`src/rtl/mask_decimator.sv`:
```
// 4x4 block decimator for a thresholded video mask: one counter per decimated column, one output per block.
// Build option: MASK_DECIMATOR_MAJORITY_EN selects majority voting against THRESHOLD (default build uses logical OR).
module mask_decimator #(
  parameter int SRC_WIDTH  = 1280,
  parameter int SRC_HEIGHT = 720,
  parameter int THRESHOLD  = 8
) (
  input  logic        clk_in,
  input  logic        rst_in,
  input  logic [10:0] hcount_in,
  input  logic [9:0]  vcount_in,
  input  logic        mask_in,
  input  logic        valid_in,
  output logic [8:0]  x_out,
  output logic [7:0]  y_out,
  output logic        mask_out,
  output logic        valid_out,
  output logic        new_frame_out,
  output logic [15:0] frame_mass_out
);

  localparam int          NCOL   = SRC_WIDTH / 4;
  localparam logic [10:0] SRC_W  = 11'(SRC_WIDTH);
  localparam logic [9:0]  SRC_H  = 10'(SRC_HEIGHT);
  localparam logic [8:0]  LAST_X = 9'(SRC_WIDTH / 4 - 1);
  localparam logic [7:0]  LAST_Y = 8'(SRC_HEIGHT / 4 - 1);
`ifdef MASK_DECIMATOR_MAJORITY_EN
  localparam logic [4:0]  THR    = 5'(THRESHOLD);
`endif

  logic [4:0]  cnt_q [NCOL];
  logic [8:0]  x_q, x_d;
  logic [7:0]  y_q, y_d;
  logic        mask_q, mask_d;
  logic        valid_q, valid_d;
  logic        last_q, last_d;
  logic        new_frame_q, new_frame_d;
  logic [15:0] frame_mass_q, frame_mass_d;
  logic [15:0] acc_q, acc_d;

  logic        accept_s;
  logic        first_s;
  logic        emit_s;
  logic        hit_s;
  logic [8:0]  col_s;
  logic [4:0]  base_s;
  logic [4:0]  sum_s;
  logic [4:0]  cnt_d;
  logic [15:0] acc_base_s;

  always_comb begin
    accept_s = valid_in && (hcount_in < SRC_W) && (vcount_in < SRC_H);
    col_s    = hcount_in[10:2];
    first_s  = (hcount_in[1:0] == 2'd0) && (vcount_in[1:0] == 2'd0);
    emit_s   = accept_s && (hcount_in[1:0] == 2'd3) && (vcount_in[1:0] == 2'd3);

    // The block's first sub-pixel restarts the count instead of adding to stale data.
    base_s = first_s ? 5'd0 : cnt_q[col_s];
    sum_s  = base_s + {4'd0, mask_in};
    cnt_d  = (sum_s > 5'd16) ? 5'd16 : sum_s;

`ifdef MASK_DECIMATOR_MAJORITY_EN
    hit_s = (cnt_d >= THR);
`else
    hit_s = (cnt_d != 5'd0);
`endif

    valid_d     = emit_s;
    x_d         = emit_s ? col_s : x_q;
    y_d         = emit_s ? vcount_in[9:2] : y_q;
    mask_d      = emit_s ? hit_s : mask_q;
    last_d      = emit_s && (col_s == LAST_X) && (vcount_in[9:2] == LAST_Y);
    new_frame_d = valid_q && last_q;

    // The accumulator already holds the final block's contribution when the frame closes.
    frame_mass_d = new_frame_d ? acc_q : frame_mass_q;
    acc_base_s   = new_frame_d ? 16'd0 : acc_q;
    if (accept_s && (hcount_in == 11'd0) && (vcount_in == 10'd0)) begin
      acc_d = 16'd0;
    end else if (emit_s && hit_s && (acc_base_s != 16'hFFFF)) begin
      acc_d = acc_base_s + 16'd1;
    end else begin
      acc_d = acc_base_s;
    end
  end

  always_ff @(posedge clk_in) begin
    if (!rst_in) begin
      for (int i = 0; i < NCOL; i++) begin
        cnt_q[i] <= 5'd0;
      end
      x_q          <= 9'd0;
      y_q          <= 8'd0;
      mask_q       <= 1'b0;
      valid_q      <= 1'b0;
      last_q       <= 1'b0;
      new_frame_q  <= 1'b0;
      frame_mass_q <= 16'd0;
      acc_q        <= 16'd0;
    end else begin
      if (accept_s) begin
        cnt_q[col_s] <= cnt_d;
      end
      x_q          <= x_d;
      y_q          <= y_d;
      mask_q       <= mask_d;
      valid_q      <= valid_d;
      last_q       <= last_d;
      new_frame_q  <= new_frame_d;
      frame_mass_q <= frame_mass_d;
      acc_q        <= acc_d;
    end
  end

  assign x_out          = x_q;
  assign y_out          = y_q;
  assign mask_out       = mask_q;
  assign valid_out      = valid_q;
  assign new_frame_out  = new_frame_q;
  assign frame_mass_out = frame_mass_q;

endmodule

```
`config.mk`:
```
export PLATFORM = sky130hd
export DESIGN_NAME = mask_decimator
export DESIGN_NICKNAME = d
export VERILOG_FILES = /design/src/rtl/mask_decimator.sv
export SDC_FILE = /design/constraint.sdc
export NUM_CORES = 2
export LEC_CHECK = 0
export BUFFER_PORTS_ARGS = -buffer_cell sky130_fd_sc_hd__buf_2
export CORE_ASPECT_RATIO = 0.9
export CORE_UTILIZATION = 63
export CTS_BUF_LIST = sky130_fd_sc_hd__clkbuf_4 sky130_fd_sc_hd__clkbuf_8 sky130_fd_sc_hd__clkbuf_16
export DETAILED_ROUTE_END_ITERATION = 12
export GPL_ROUTABILITY_DRIVEN = 0
export HOLD_SLACK_MARGIN = 0.02
export PLACE_DENSITY = 0.79
export SLEW_MARGIN = 40
export SYNTH_ARGS = -nofsm -noshare
export SYNTH_HDL_FRONTEND = slang
export SYNTH_SLANG_ARGS = --single-unit
```
`constraint.sdc`:
```
create_clock -name clk_in -period 10.1 [get_ports clk_in]
set_input_delay 1.01 -clock clk_in [delete_from_list [all_inputs] [get_ports clk_in]]
set_output_delay 1.01 -clock clk_in [all_outputs]
set_load 0.01 [all_outputs]
```
Yosys cells after proc, flatten, opt, wreduce, memory -nomap -nowiden
Memory sizes are Yosys's and may differ from the RTL's.
Index checks and enable logic that the tools add are counted.
Word-level totals
  bits in latches: 0
  memories kept: 1
  register bits after elaboration: 53
  word-level logic and storage cells: 50
  bits of input ports: 25
  output and inout bits: 36
  memory bits (writable): 1600
  memory bits (read-only): 0
Memory list
  cnt_q: words 320, width 5, read ports 1, clocked after memory_dff 0, wr ports 320, RTL line 31  | logic [4:0] cnt_q [NCOL];
Operators by class
  shift-type cells: 0
  add/subtract/negate cells: 2
  reduce and logical (&&, ||, !) cells: 19
  bitwise operators: 1
  $lt $le $gt $ge: 3
  multipliers: 0
  div/mod/pow operators: 0
  eq/ne operators: 5
  muxes and demuxes: 11
Operators with widths (count)
  16-bit two-way mux: 2
  16-bit by 1-bit adder with 16-bit output (second input constant): 1
  16-bit inequality test (second input constant): 1
  5-bit two-way mux: 3
  1-bit logical AND: 12
  11-bit zero test: 1
  11-bit less-than comparator (second input constant): 1
  10-bit zero test: 1
  10-bit less-than comparator (second input constant): 1
  9-bit equality test (second input constant): 1
  9-bit two-way mux: 1
  8-bit equality test (second input constant): 1
  5-bit by 1-bit adder with 5-bit output: 1
  5-bit greater-than comparator (second input constant): 1
  1-bit two-way mux: 5
  5-bit nonzero test: 1
  5-bit OR reduction: 1
  2-bit equality test (second input constant): 2
  2-bit zero test: 2
  2-bit OR reduction: 1
  1-bit NOT: 1

Logic depth before layout (Yosys ltp)
  depth after elaboration: 10
  mapped depth: 29
  gate-level depth less buffers: 16

Worst setup path after synthesis
No wires, ideal clock.
  path type: input port to flip-flop
  start: input port hcount_in[3]
  end: memory cnt_q[320][0] (data pin)
  setup time: 627 ps
  buffers on the path: 14
  slack: 1022 ps
  arrival time: 8450 ps
  data required time: 9473 ps
  cell stages on the path: 26
  cell sequence: buf_4 > buf_4 > buf_6 > buf_6 > buf_4 > buf_4 > buf_4 > buf_4 > buf_2 > buf_2 > clkbuf_1 > buf_1 > mux4_2 > mux4_2 > nand2_1 > nand4_1 > nor4b_1 > a21oi_1 > ha_1 > ha_1 > nand3_2 > xor2_2 > nand2_1 > clkbuf_1 > clkbuf_1 > inv_1
RTL lines
  from (decl): RTL line 10  | input logic [10:0] hcount_in,
  to (decl): RTL line 31

==> results.toml <==
[yosys]
synth_flop_cell = "edfxtp_1"
netlist.top_cell.by_area = "edfxtp_1"
yosys_warnings = 0
synth_seq_cells = 2613
syn-instance-count = 7212
share_of_async_settable_or_async_resettable_flops_after_synthesis_pct = 0
synth_largest_type_area_fraction_pct = 69.1
post-synth-top-count-cell = "edfxtp_1"
sequential_cell_area_fraction_in_the_yosys_report_pct = 70.0
netlist-cell-type-count = 76
number_of_flops_mapped_to_enable_cells_by_yosys = 2560
syn-cell-area_um2 = 111000
netlist_top_cells_count = "edfxtp_1 (2560), nor2_1 (1156), nand2_1 (640)"
synth.top_cells.by_area = "edfxtp_1 (69%), mux4_2 (12%), nor2_1 (3.9%)"
postSynthAreaPerCell_um2 = 15.4

[placement]
dp_worst_setup_slack_ps = 2280
place.port_buffers = 60
hpwl_um = 179000
place.detailed.instances = 10120

[clock_tree]
cts_setup_buffers = 0
cts_tree = "done"
clkTransAtPathRegs_ps = 60
postCtsHoldBufs = 0
later_pin_clock_latency_in_the_skew_report_ps = 910
cts-buffers-inserted = 240
h-tree-depth = 4
post_cts_resized = 0
clock-sinks = 2613
cts-root-buf = "clkbuf_16"
clock_tree.buffer_depth = 3

[worst_setup_path]
r2r_start = "cnt_q[114][2]"
timing.setup.critical_path_class = "in2reg"
crit_path_end_kind = "flip-flop"
timing.critical_path.slowest_cell_delay_ps = 790
critical_path.slowest_cell = "buf_4"
setup.worst_path.start_class = "primary input"
reg2regPathDepth = 12
crit_path_end = "cnt_q[245][4]"
startpoint = "hcount_in[2]"
timing.critical_path.mode_cell = "buf_4"
critical_path.top_delay_family = "buffers and inverters"
r2r_end = "cnt_q[245][4]"
critical_path.n_buffers_inverters = 6
worst-path-max-fanout = 64
reg2reg_setup_slack_ps = 4080
timing.critical_path.cells = "buf_8, buf_16, buf_12, buf_4, mux4_2, a32oi_1, o221ai_1, or4_1, nor4_1, a31oi_1, nand3_2, xor2_4, buf_4, buf_4, nor2_1"
crit_required_ps = 10680
critPathArrivalTime_ps = 7640
crit_cells = 15

[global_route]
grtUsageTotal_pct = 32.6
grt_pass1_vias = 67032
number_of_antenna_violations_at_the_first_check_in_global_routing = 14
globalRoute.totalOverflow = 0
wire_length_of_the_first_global_routing_pass_um = 425000
grt_max_degree = 157

[floorplanning]
core.rowCount = 145
floorplan.die.width_um = 445
floorplan.die_area_um2 = 178000
io_pins = 61
core_um2 = 175000
starting_utilization_of_the_core_area_pct = 63.8
floorplan.die.height_um = 401

[power]
power_leakage_nw = 45.1
worst_ir_drop_vdd_v = 0.000288
total_power_w = 0.0255
power_per_cell_area_nw_per_um2 = 203

[sta]
finalHoldWorstSlack_ps = 379
tns_ps = 0
slew_of_the_pin_with_the_lowest_slew_margin_ps = 996
final_min_period_over_clock_period_pct = 69.9
final_worst_path_period_need_ps = 7060
rsz0062_at_grt = "false"
finalMaxSlewViolations = 0
fin_ws_ps = 3040
timing.clock.skew_ps = 82.5
worst_slew_margin_rel_pct = 31.7
timing.fmax_mhz = 142
hold_viol = 0
setup_viol = 0

[detailed_routing]
drt_wl_total_um = 289000
drt-wirelength-per-cell_um = 27.3
final_antenna_net_count = 0
vias_per_cell = 6.44
initialDrtViolationCount = 10521
first_pass_iters = 9
vias = 68178
drc = 0

[final_layout]
areaGrowthSynthToFinish_pct = 13.0
stdcell_count = 10579
layout.filler_cells = 10534
layout-drive-gt1-share_pct = 15.9
final_nets = 8041

[status]
run_status = "completed"

[hold_path]
hold_path_class = "in2reg"

[flow_run]
drv_cap = 0
[through the flow]
step | util (%) | instance area (um^2)
global placement | 67.0 | 117000
global route | 72.0 | 126000
CTS | 72.0 | 126000
detailed placement | 67.3 | 117000
floorplan | - | 115000
finish | 72.0 | 126000
[cell families after synthesis]
| family | after synthesis | synth area share (%) |
|---|---|---|
| flip-flops | 2613 | 70.0 |
| AND/OR/NAND/NOR | 2576 | 9.91 |
| multiplexers | 889 | 14.4 |
| buffers and inverters | 653 | 2.72 |
| AO/OA/AOI/OAI | 475 | 2.84 |
| adder cells (fa/ha/maj) | 3 | 0.0337 |
| XOR/XNOR | 2 | 0.0225 |
| other | 1 | 0.00337 |
[layer usage]
layer  vias up  GRT usage [%]  wire length [um]  part of all wire [%]
met3       937           10.3             42800                    15
li1      28319              -                 -                     -
met5         -              0               108                 0.037
met2      5054           49.5            133000                    46
met1     33852           42.9             96800                    33
met4        16           16.2             16900                   5.8
[flip-flops by register name (all words and copies together) (netlist names)]
register,cells
cnt_q,2560
acc_q,16
frame_mass_out,16
x_out,9
y_out,8
last_q,1
mask_out,1
new_frame_out,1
valid_out,1
[cell usage in the layout (no fill, tap or decap), types with 9 or more instances in the layout]
| cell | instances |
|---|---|
| o31ai_1 | 11 |
| bufinv_16 | 29 |
| a31oi_1 | 22 |
| dfxtp_1 | 53 |
| o22ai_1 | 10 |
| clkbuf_16 | 245 |
| a22o_1 | 16 |
| buf_8 | 11 |
| nor2b_1 | 12 |
| nor2_1 | 1137 |
| o21ai_0 | 86 |
| inv_1 | 10 |
| nand4_1 | 34 |
| a221oi_1 | 16 |
| a22oi_1 | 152 |
| mux4_2 | 571 |
| mux2i_1 | 310 |
| diode_2 | 9 |
| a21oi_1 | 75 |
| buf_2 | 54 |
| clkbuf_4 | 40 |
| buf_6 | 9 |
| and3_1 | 22 |
| clkinv_2 | 53 |
| nand2_1 | 633 |
| clkinv_1 | 48 |
| buf_4 | 122 |
| or4_1 | 12 |
| buf_12 | 28 |
| buf_16 | 12 |
| nand3_1 | 83 |
| nor3_1 | 515 |
| o21ai_1 | 32 |
| nor2_4 | 14 |
| nor3_2 | 30 |
| edfxtp_1 | 2560 |
| conb_1 | 960 |
| nor4_1 | 10 |
| and2_1 | 14 |
[report_power, final]
group          switching [W]  total, W  internal, W
Clock                0.00401   0.00936      0.00534
Combinational        0.00198   0.00276     0.000777
Sequential          0.000261    0.0134       0.0131
[worst register-to-register path, delay by kind of cell (launching register included)]
kind,cells,cell delay (ps)
compound gates,4,1130
mux,2,1050
flops,1,380
simple gates,3,1220
buf+inv,2,1550
xor+xnor,1,360
[worst min path at each step]
stage | startpoint | endpoint | slack, ps | cells after the start
after floorplan | acc_q[1] | frame_mass_out[1] | 440 | 2
after global placement | y_out[6] | y_out[6] | 440 | 2
after detailed placement | frame_mass_out[0] | frame_mass_out[0] | 450 | 2
after CTS | vcount_in[5] | y_out[3] | 340 | 3
after global routing | vcount_in[5] | y_out[3] | 370 | 3
final | vcount_in[5] | y_out[3] | 380 | 3
[final cells by class]
| cell class | instances | area, um^2 | share of cell area (%) |
|---|---|---|---|
| Antenna cell | 9 | 22.5 | 0.0179 |
| Inverter | 17 | 88.8 | 0.0707 |
| Clock inverter | 154 | 1640 | 1.31 |
| Tap cell | 2352 | 2940 | 2.34 |
| Clock buffer | 293 | 6540 | 5.20 |
| Multi-Input combinational cell | 4905 | 34200 | 27.2 |
| Timing Repair Buffer | 236 | 2340 | 1.86 |
| Sequential cell | 2613 | 77900 | 62.0 |
No activity file was read; power rests on OpenSTA's default activity.
